### src/rtl/sb_tx_arbiter.sv
// Sideband TX arbiter: holds one LTSM and one RDI message, picks a winner,
// drives the encoder and tracks encoder-valid / tx-done / timeout per message.
module sb_tx_arbiter #(
    parameter int TIMEOUT_CYCLES = 255,
    parameter int MAX_RDI_STREAK = 2
) (
    input  logic        i_clk,
    input  logic        i_rst_n,
    input  logic        i_ltsm_req,
    input  logic [3:0]  i_ltsm_state,
    input  logic [3:0]  i_ltsm_sub_state,
    input  logic [3:0]  i_ltsm_msg_no,
    input  logic        i_ltsm_data_valid,
    input  logic [15:0] i_ltsm_data,
    output logic        o_ltsm_ready,
    output logic        o_ltsm_ack,
    input  logic        i_rdi_req,
    output logic        o_rdi_ready,
    output logic        o_rdi_ack,
    output logic        o_msg_valid,
    output logic        o_data_valid,
    output logic        o_rdi_msg,
    output logic [3:0]  o_state,
    output logic [3:0]  o_sub_state,
    output logic [3:0]  o_msg_no,
    output logic [15:0] o_data_bus,
    input  logic        i_enc_d_valid,
    input  logic        i_tx_done,
    output logic        o_busy,
    output logic        o_drop,
    output logic        o_timeout
);

    localparam logic [7:0] STREAK_MAX = 8'(MAX_RDI_STREAK);
    localparam logic [7:0] TMO_LAST   = 8'(TIMEOUT_CYCLES - 1);

    typedef enum logic [1:0] {IDLE, ISSUE, WAIT_ENC, WAIT_TX} state_t;

    state_t      fsm;
    logic        ltsm_full;
    logic        rdi_full;
    logic [3:0]  slot_state;
    logic [3:0]  slot_sub;
    logic [3:0]  slot_no;
    logic        slot_dv;
    logic [15:0] slot_data;
    logic        win_ltsm;
    logic [7:0]  streak;
    logic [7:0]  cnt;

    logic ltsm_take;
    logic rdi_take;
    logic ltsm_pick;
    logic release_slot;

    assign o_ltsm_ready = !ltsm_full;
    assign o_rdi_ready  = !rdi_full;
    assign o_busy       = (fsm != IDLE);

    assign ltsm_take = i_ltsm_req && !ltsm_full;
    assign rdi_take  = i_rdi_req && !rdi_full;
    assign ltsm_pick = ltsm_full && (!rdi_full || streak >= STREAK_MAX);

    // Winner's slot is freed on drop, done or timeout
    assign release_slot =
        (fsm == WAIT_ENC && !i_enc_d_valid) ||
        (fsm == WAIT_TX && (i_tx_done || cnt == TMO_LAST));

    always_ff @(posedge i_clk or negedge i_rst_n) begin
        if (!i_rst_n) begin
            ltsm_full  <= 1'b0;
            rdi_full   <= 1'b0;
            slot_state <= '0;
            slot_sub   <= '0;
            slot_no    <= '0;
            slot_dv    <= 1'b0;
            slot_data  <= '0;
        end else begin
            if (ltsm_take) begin
                ltsm_full  <= 1'b1;
                slot_state <= i_ltsm_state;
                slot_sub   <= i_ltsm_sub_state;
                slot_no    <= i_ltsm_msg_no;
                slot_dv    <= i_ltsm_data_valid;
                slot_data  <= i_ltsm_data;
            end else if (release_slot && win_ltsm) begin
                ltsm_full <= 1'b0;
            end
            if (rdi_take) begin
                rdi_full <= 1'b1;
            end else if (release_slot && !win_ltsm) begin
                rdi_full <= 1'b0;
            end
        end
    end

    always_ff @(posedge i_clk or negedge i_rst_n) begin
        if (!i_rst_n) begin
            fsm          <= IDLE;
            win_ltsm     <= 1'b0;
            streak       <= '0;
            cnt          <= '0;
            o_msg_valid  <= 1'b0;
            o_rdi_msg    <= 1'b0;
            o_data_valid <= 1'b0;
            o_state      <= '0;
            o_sub_state  <= '0;
            o_msg_no     <= '0;
            o_data_bus   <= '0;
            o_ltsm_ack   <= 1'b0;
            o_rdi_ack    <= 1'b0;
            o_drop       <= 1'b0;
            o_timeout    <= 1'b0;
        end else begin
            o_msg_valid  <= 1'b0;
            o_rdi_msg    <= 1'b0;
            o_data_valid <= 1'b0;
            o_ltsm_ack   <= 1'b0;
            o_rdi_ack    <= 1'b0;
            o_drop       <= 1'b0;
            o_timeout    <= 1'b0;
            unique case (fsm)
                IDLE: begin
                    if (ltsm_full || rdi_full) begin
                        fsm         <= ISSUE;
                        o_msg_valid <= 1'b1;
                        win_ltsm    <= ltsm_pick;
                        if (ltsm_pick) begin
                            streak       <= '0;
                            o_data_valid <= slot_dv;
                            o_state      <= slot_state;
                            o_sub_state  <= slot_sub;
                            o_msg_no     <= slot_no;
                            o_data_bus   <= slot_data;
                        end else begin
                            if (streak < STREAK_MAX) begin
                                streak <= streak + 8'd1;
                            end
                            o_rdi_msg   <= 1'b1;
                            o_state     <= '0;
                            o_sub_state <= '0;
                            o_msg_no    <= '0;
                            o_data_bus  <= '0;
                        end
                    end
                end
                ISSUE: begin
                    fsm <= WAIT_ENC;
                end
                WAIT_ENC: begin
                    if (i_enc_d_valid) begin
                        fsm <= WAIT_TX;
                        cnt <= '0;
                    end else begin
                        fsm        <= IDLE;
                        o_drop     <= 1'b1;
                        o_ltsm_ack <= win_ltsm;
                        o_rdi_ack  <= !win_ltsm;
                    end
                end
                WAIT_TX: begin
                    if (i_tx_done) begin
                        fsm        <= IDLE;
                        o_ltsm_ack <= win_ltsm;
                        o_rdi_ack  <= !win_ltsm;
                    end else if (cnt == TMO_LAST) begin
                        fsm       <= IDLE;
                        o_timeout <= 1'b1;
                    end else begin
                        cnt <= cnt + 8'd1;
                    end
                end
                default: fsm <= IDLE;
            endcase
        end
    end

endmodule

### config.mk
export PLATFORM = sky130hd
export DESIGN_NAME = sb_tx_arbiter
export DESIGN_NICKNAME = d
export VERILOG_FILES = /design/src/rtl/sb_tx_arbiter.sv
export SDC_FILE = /design/constraint.sdc
export NUM_CORES = 1
export LEC_CHECK = 0
export BUFFER_PORTS_ARGS = -buffer_cell sky130_fd_sc_hd__buf_2
export CORE_UTILIZATION = 50
export CTS_CLUSTER_DIAMETER = 30
export CTS_CLUSTER_SIZE = 12
export DETAILED_ROUTE_END_ITERATION = 10
export PLACE_DENSITY = 0.74
export SLEW_MARGIN = 10
export SYNTH_ARGS = -nofsm -noshare
export SYNTH_HDL_FRONTEND = slang
export SYNTH_SLANG_ARGS = --single-unit
### constraint.sdc
create_clock -name i_clk -period 1.85 [get_ports i_clk]
set_input_delay 0.0925 -clock i_clk [delete_from_list [all_inputs] [get_ports i_clk]]
set_output_delay 0.0925 -clock i_clk [all_outputs]
set_load 0.01 [all_outputs]
==> metrics.md, run 1 <==
| Metric | Value |
|---|---|
| Drt first pass iters | 6 |
| Skew-Pair Late Insertion Delay | about 0.35 ns |
| Root buffer cell | clkbuf_8 |
| Row count | 29 |
| Setup TNS | 0 ns |
| Ys flop type | dfrtp_1 |
| Die Ht | 84.7 um |
| Critical Path End Type | flip-flop |
| TritonCTS buffer count | 9 |
| PwrDens | 1520 mW/mm2 |
| Routed met3 length | 195 um |
| VDD IR-drop max | roughly 0.00095 V |
| Area delta synth->final | 29.3% |
| Max-slew headroom | 69.7% |
| Met1 Routed Length | 3050 um |
| Mean post-synth cell area | around 14 um2 |
| Worst hold-check path type | in -> reg |
| HPWL Detailed | 4490 um |
| Total number of vias | 2,375 |
| Max Clock Skew | ~0.0076 ns |
| Ports | 73 |
| Vias in the first global route | 2,429 |
| Initial Util | 52.9% |
| Final Cycle Share | between 90% and 100% |
| Mapped Nets | 289 |
| CTS tree | built |
| Nets@finish | 400 |
| Final slew viol count | 0 |
| Cells after Synth | 250 |
| Die area | 0.00717 mm2 |
| # hold bufs at CTS | 33 |
| Unrepaired setup endpoints after global routing | false |
| Number of diodes | 0 |
| Least-Margin Pin Slew | 0.450 ns |
| CP Data Required Time | 2.13 ns |
| Per-cell routed wire length | 15.7 um |
| Status | complete, no violations |
| Ys Warns | 0 |
| Utilization after layout | 68.4% |
| Hold Vio Cnt, Final | 0 |
| Register bit total from synthesis | 85 |
| Distinct cells, synth | 48 |
| Wire length on met2 | 3540 um |
| Max layer used | met4 |
| Max cap viols | 0 |
| Max Clock Freq | 0.576 GHz |
| Largest net degree at the start of global routing | 36 |
| GRT overflow | 0 |
| Crit Path Max Fanout | 10 |
| Critical path arrival | 2.02 ns |
| Layout cells sized above 1 | 36.2% |
| LEAKAGE | 2.17 nW |
| Clock Path Buffers | 2 |
| Gpl congestion | 0.783 |
| Crit path time final | 1.74 ns |
| Total track usage | 20.8% |
| Post-DRT Antenna Nets | 0 |
| First-pass GRT wire length | 11,400 um |
| WS Path Type | reg -> reg |
| Setup bufs post-CTS | 0 |
| Initial antenna violation count | 0 |
| Sequential share of the synthesized area | 62.2% |
| WL final | 6930 um |
| Initial drt markers | 60 |
| Number of vias per cell | 5.37 |
| Synth Cell Area | 0.00342 mm2 |
| Reg2reg setup slack | 0.11 ns |
| CTS clk-pin slew, worst paths | approximately 0.080 ns |
| Crit path launch type | flip-flop |
| Post_cts resized | 0 |
| Number of H-tree levels | 3 |
| Core ar. | approximately 0.0065 mm2 |
| Port bufs | 72 |
| Synth async-reset ratio | 100% |
| Overall die width | 84.7 um |
| Residual DRC | 0 |
| Clock Sinks | 85 |
| Final setup fails | 0 |
| Number of synthesized flops with an enable pin | 0 |
## layout make-up
class	instances	area [um2]
clock buffers	9	124
repair buffers	113	791
fillers	495	2040
inverters	8	30.0
clock inverters	6	71.3
multi-input cells	144	1180
well taps	77	96.3
flip-flops and latches	85	2130
## layout by cell type, fill, tap and decap left out, types with 3 or more instances in the layout
| cell type | Yosys | layout |
|---|---|---|
| clkbuf_8 | 0 | 9 |
| dlygate4sd3_1 | 0 | 33 |
| nor3_1 | 3 | 3 |
| inv_1 | 8 | 8 |
| o21ai_0 | 6 | 6 |
| ha_1 | 4 | 4 |
| buf_2 | 6 | 71 |
| nor2_1 | 13 | 13 |
| nand2b_1 | 4 | 4 |
| a21oi_1 | 4 | 4 |
| buf_4 | 2 | 6 |
| a22o_1 | 28 | 28 |
| buf_12 | 0 | 3 |
| dfrtp_1 | 85 | 85 |
| nand2_1 | 4 | 4 |
| nand3_1 | 8 | 8 |
| mux2_2 | 29 | 29 |
| a31oi_1 | 4 | 4 |
## layer usage
layer,global-route usage (%),vias to the layer above
met1,25.2,1170
met2,35.9,55
li1,-,1137
met5,0,-
met4,10.2,0
met3,3.74,13
## worst max-delay path, stage by stage, from the launching register on
cell	delay [ns]
dfrtp_1	0.41
inv_1	0.06
ha_1	0.23
nand3_1	0.20
o21bai_4	0.12
or4_1	0.50
a21oi_1	0.15
## Yosys cell counts, types with 2 or more instances
cell type	instances	share of area [%]
a22o_1	28	7.2
nor3b_1	2	0.44
nor2_1	13	1.4
nor4_1	2	0.37
mux2_2	29	9.6
nand3_1	8	1.2
a21oi_1	4	0.59
dfrtp_1	85	62
nand3b_1	2	0.44
buf_6	4	1.3
a41oi_1	2	0.51
nor2b_1	2	0.37
nor3_1	3	0.44
o31ai_1	2	0.44
nand2_1	4	0.44
ha_1	4	1.5
inv_1	8	0.88
nand2b_1	4	0.73
buf_2	6	0.88
o21ai_0	6	0.88
a31oi_1	4	0.73
buf_4	2	0.44
## stage by stage
step                instance area (um2)  worst slack (ns)  hold slack (ns)  power (mW)  std cells
floorplan                          3420             0.273           -0.203        4.59        250
global placement                   3890             0.227           0.0766        5.27        394
detailed placement                 3890             0.111           0.0827        5.39        394
CTS                                4420             0.103           0.0633        6.76        442
global route                       4420            0.0123           0.0895        7.11        442
finish                             4420             0.114           0.0798        6.71        442
## report_power, final
group / switching [mW] / internal [mW] / leakage [nW]
sequential: 0.490 / 2.54 / 1.09
clock: 0.677 / 0.628 / 0.0923
combinational: 1.14 / 1.24 / 0.995
## flip-flops by register name (all words and copies together), names as in the netlist, 8 cells and up
register and count:
cnt 8, streak 8, slot_data 16, o_data_bus 16
## logic make-up (layout without fill, tap and decap cells)
family	after synthesis	in the layout	synth area share, %
AOI/OAI and AO/OA	58	58	13.5
muxes	29	29	9.56
buffers and inverters	21	136	3.62
DFF	85	85	62.2
xor gates and xnor gates	1	1	0.256
and+or+nand+nor	52	52	9.34
adders and majority gates	4	4	1.46
## worst paths after layout
path / startpoint / endpoint / cells after the start
min reg2reg: slot_dv / o_data_valid / 1
min: i_tx_done / o_timeout / 3
max: cnt[0] / cnt[5] / 6
max in group asynchronous: i_rst_n / slot_data[13] / 3
max reg2reg: cnt[0] / cnt[5] / 6
min in group asynchronous: i_rst_n / o_data_bus[13] / 2
No activity file was read; power rests on OpenSTA's default activity.
==> inputs of run 2 (changes only) <==
--- a/config.mk
+++ b/config.mk
@@ -6,11 +6,11 @@
 export NUM_CORES = 1
 export LEC_CHECK = 0
 export BUFFER_PORTS_ARGS = -buffer_cell sky130_fd_sc_hd__buf_2
-export CORE_UTILIZATION = 50
+export CORE_UTILIZATION = 54
 export CTS_CLUSTER_DIAMETER = 30
 export CTS_CLUSTER_SIZE = 12
 export DETAILED_ROUTE_END_ITERATION = 10
-export PLACE_DENSITY = 0.74
+export PLACE_DENSITY = 0.79
 export SLEW_MARGIN = 10
 export SYNTH_ARGS = -nofsm -noshare
 export SYNTH_HDL_FRONTEND = slang
==> run 2 against run 1 <==
  * Clock-buffer cell count is the same
  * Cell count fell by 1.1%
  * Via count up 0.55%
  * Largest power group unchanged
  * Flip-flop and latch count did not move
  * Highest routed layer unchanged
  * Largest cell class unchanged
  * Critical path depth unchanged
  * Non-clock buffer count decreased by 3
  * Clock skew is essentially flat
  * Routed wire length up 2.2%
  * Power about the same
  * Global-route usage grew 2.3 points
==> metrics.md, run 2 (synthesis gave the netlist of run 1 again) <==
| Metric | Value |
|---|---|
| Status | complete, no violations |
| CP top delay family | simple AND/OR/NAND/NOR gates |
| Total track usage | a little under a quarter |
| Total number of vias | between 2,000 and 2,500 |
| Largest net degree at the start of global routing | 36 |
| Crit path launch type | flip-flop |
| Least-Margin Pin Slew | 0.602 ns |
| Number of diodes | 0 |
| CP Cell Sequence | inv_1, ha_1, nand3_1, o21bai_4, or4_1, a21oi_1 |
| Switch share | 34.6% |
| Number of H-tree levels | 3 |
| Met1 Routed Length | 3230 um |
| Seq pwr share | 44.9% |
| Max cap viols | 0 |
| Utilization after layout | 73.0% |
| Crit path time final | 1.76 ns |
| Vias in the first global route | 2,445 |
| CP Data Required Time | 2.13 ns |
| Wire length on met2 | 3470 um |
| Clock Path Buffers | 2 |
| WL final | 7080 um |
| Final slew viol count | 0 |
| Max Clock Freq | ~0.57 GHz |
| PwrDens | 1530 mW/mm2 |
| Register area | 0.00213 mm2 |
| Number of vias per cell | 5.46 |
| HPWL Detailed | 4340 um |
| GRT overflow | 0 |
| Crit path buffers/inverters | 1 |
| Final setup fails | 0 |
| Post-DRT Antenna Nets | 0 |
| Overall die width | ~82 um |
| Die area | around 0.0066 mm2 |
| Dpl ws | 0.0953 ns |
| TritonCTS buffer count | 9 |
| Unrepaired setup endpoints after global routing | false |
| Most frequent cells in the layout | dfrtp_1, buf_2, dlygate4sd3_1, mux2_2, a22o_1 |
| Die Ht | 81.5 um |
| Critical-path top delay cell | or4_1 |
| First-pass GRT wire length | around 11,000 um |
| Area delta synth->final | 28.7% |
| Residual DRC | 0 |
| Delay of the slowest critical-path stage | roughly 0.5 ns |
| Final Cycle Share | 95.3% |
| Critical path arrival | 2.04 ns |
| CTS clk-pin slew, worst paths | 0.09 ns |
| Nets@finish | a little under 400 |
| Clock network power share | 19.7% |
| Filler cells | 405 |
| Ports | 73 |
| Drt first pass iters | 4 |
| Layout cells sized above 1 | between 30% and 40% |
| Power Total | roughly 6.7 mW |
| Routed met3 length | 258 um |
| Per-cell routed wire length | roughly 16 um |
| Pint | between 4 and 5 mW |
| Clock Sinks | 85 |
| Setup ws final | 0.0864 ns |
| WS Path Type | reg -> reg |
| Max Clock Skew | between 0.007 and 0.008 ns |
| Initial antenna violation count | 0 |
| VDD IR-drop max | 0.00112 V |
| Initial drt markers | 132 |
| LEAKAGE | about 2.2 nW |
| Hold Vio Cnt, Final | 0 |
| P_sw | 2.32 mW |
| Gpl congestion | between 0.8 and 0.9 |
| CTS tree | built |
| Root buffer cell | clkbuf_8 |
| Port bufs | 72 |
| Skew-Pair Late Insertion Delay | 0.35 ns |
| Setup bufs post-CTS | 0 |
| Row count | 28 |
| Max layer used | met4 |
| Crit Path Max Fanout | 10 |
| Max-slew headroom | 59.8% |
| Critical Path End Type | flip-flop |
| Initial Util | 56.7% |
| Largest registers | o_data_bus (16), slot_data (16) |
| Setup TNS | 0 ns |
| Logic pwr share | 35.4% |
| Worst hold-check path type | in -> reg |
| Most common cell after layout, fill and taps aside | dfrtp_1 |
| Core ar. | 0.00603 mm2 |
| Footprint of the multi-input gates | 0.00117 mm2 |
## run 2: area by class of cell
| cell class | instances | area share (%) |
|---|---|---|
| sequential | 85 | 48.4 |
| multi-input combinational | 144 | 26.7 |
| timing repair buffer | 110 | 17.7 |
| clock buffer | 9 | 2.82 |
| tap | 75 | 2.13 |
| clock inverter | 6 | 1.65 |
| inverter | 8 | 0.683 |
## run 2: worst paths after layout
path / cells after the start / from / to / slack, ns
min in group asynchronous: 2 / i_rst_n / o_msg_no[2] / 0.22
max reg2reg: 6 / cnt[0] / cnt[5] / 0.09
max in group asynchronous: 3 / i_rst_n / o_msg_no[0] / 1.02
min: 3 / i_ltsm_req / ltsm_full / 0.01
max: 6 / cnt[0] / cnt[5] / 0.09
min reg2reg: 1 / slot_data[3] / o_data_bus[3] / 0.49
## run 2: layer usage
metal	up-vias	track usage, %
met1	1186	28.9
met5	-	0
li1	1129	-
met3	14	5.22
met2	59	38.2
met4	0	10.4
## run 2: tightest hold or removal path, delay by kind of cell
kind / cells / cell delay (ns)
and+or+nand+nor: 1 / 0.08
AOI/OAI and AO/OA: 1 / 0.04
buffers and inverters: 1 / 0.11
## run 2: through the flow
| stage | cells | instance area, um2 | hold WS [ns] |
|---|---|---|---|
| after global routing | 437 | 4400 | 0.0102 |
| after CTS | 437 | 4400 | 0.00772 |
| after floorplan | 250 | 3420 | -0.203 |
| after global placement | 390 | 3880 | 0.0622 |
| after detailed placement | 390 | 3880 | 0.0663 |
| final | 437 | 4400 | 0.0133 |
## run 2: power groups by stage
stage          Combinational (mW)  Sequential, mW  Clock (mW)
6_report                     2.38            3.02        1.32
5_1_grt                      2.62            3.11        1.42
4_1_cts                      2.40            3.00        1.34
3_5_place_dp                 2.32            3.03           0
3_3_place_gp                 2.23            3.00           0
2_1_floorplan                1.60            2.98           0
## run 2: timing repair
action,in CTS,in global routing
hold buffers,32,0
hold endpoints to repair,61,0
gates resized for setup,0,1
setup endpoints to repair,0,1
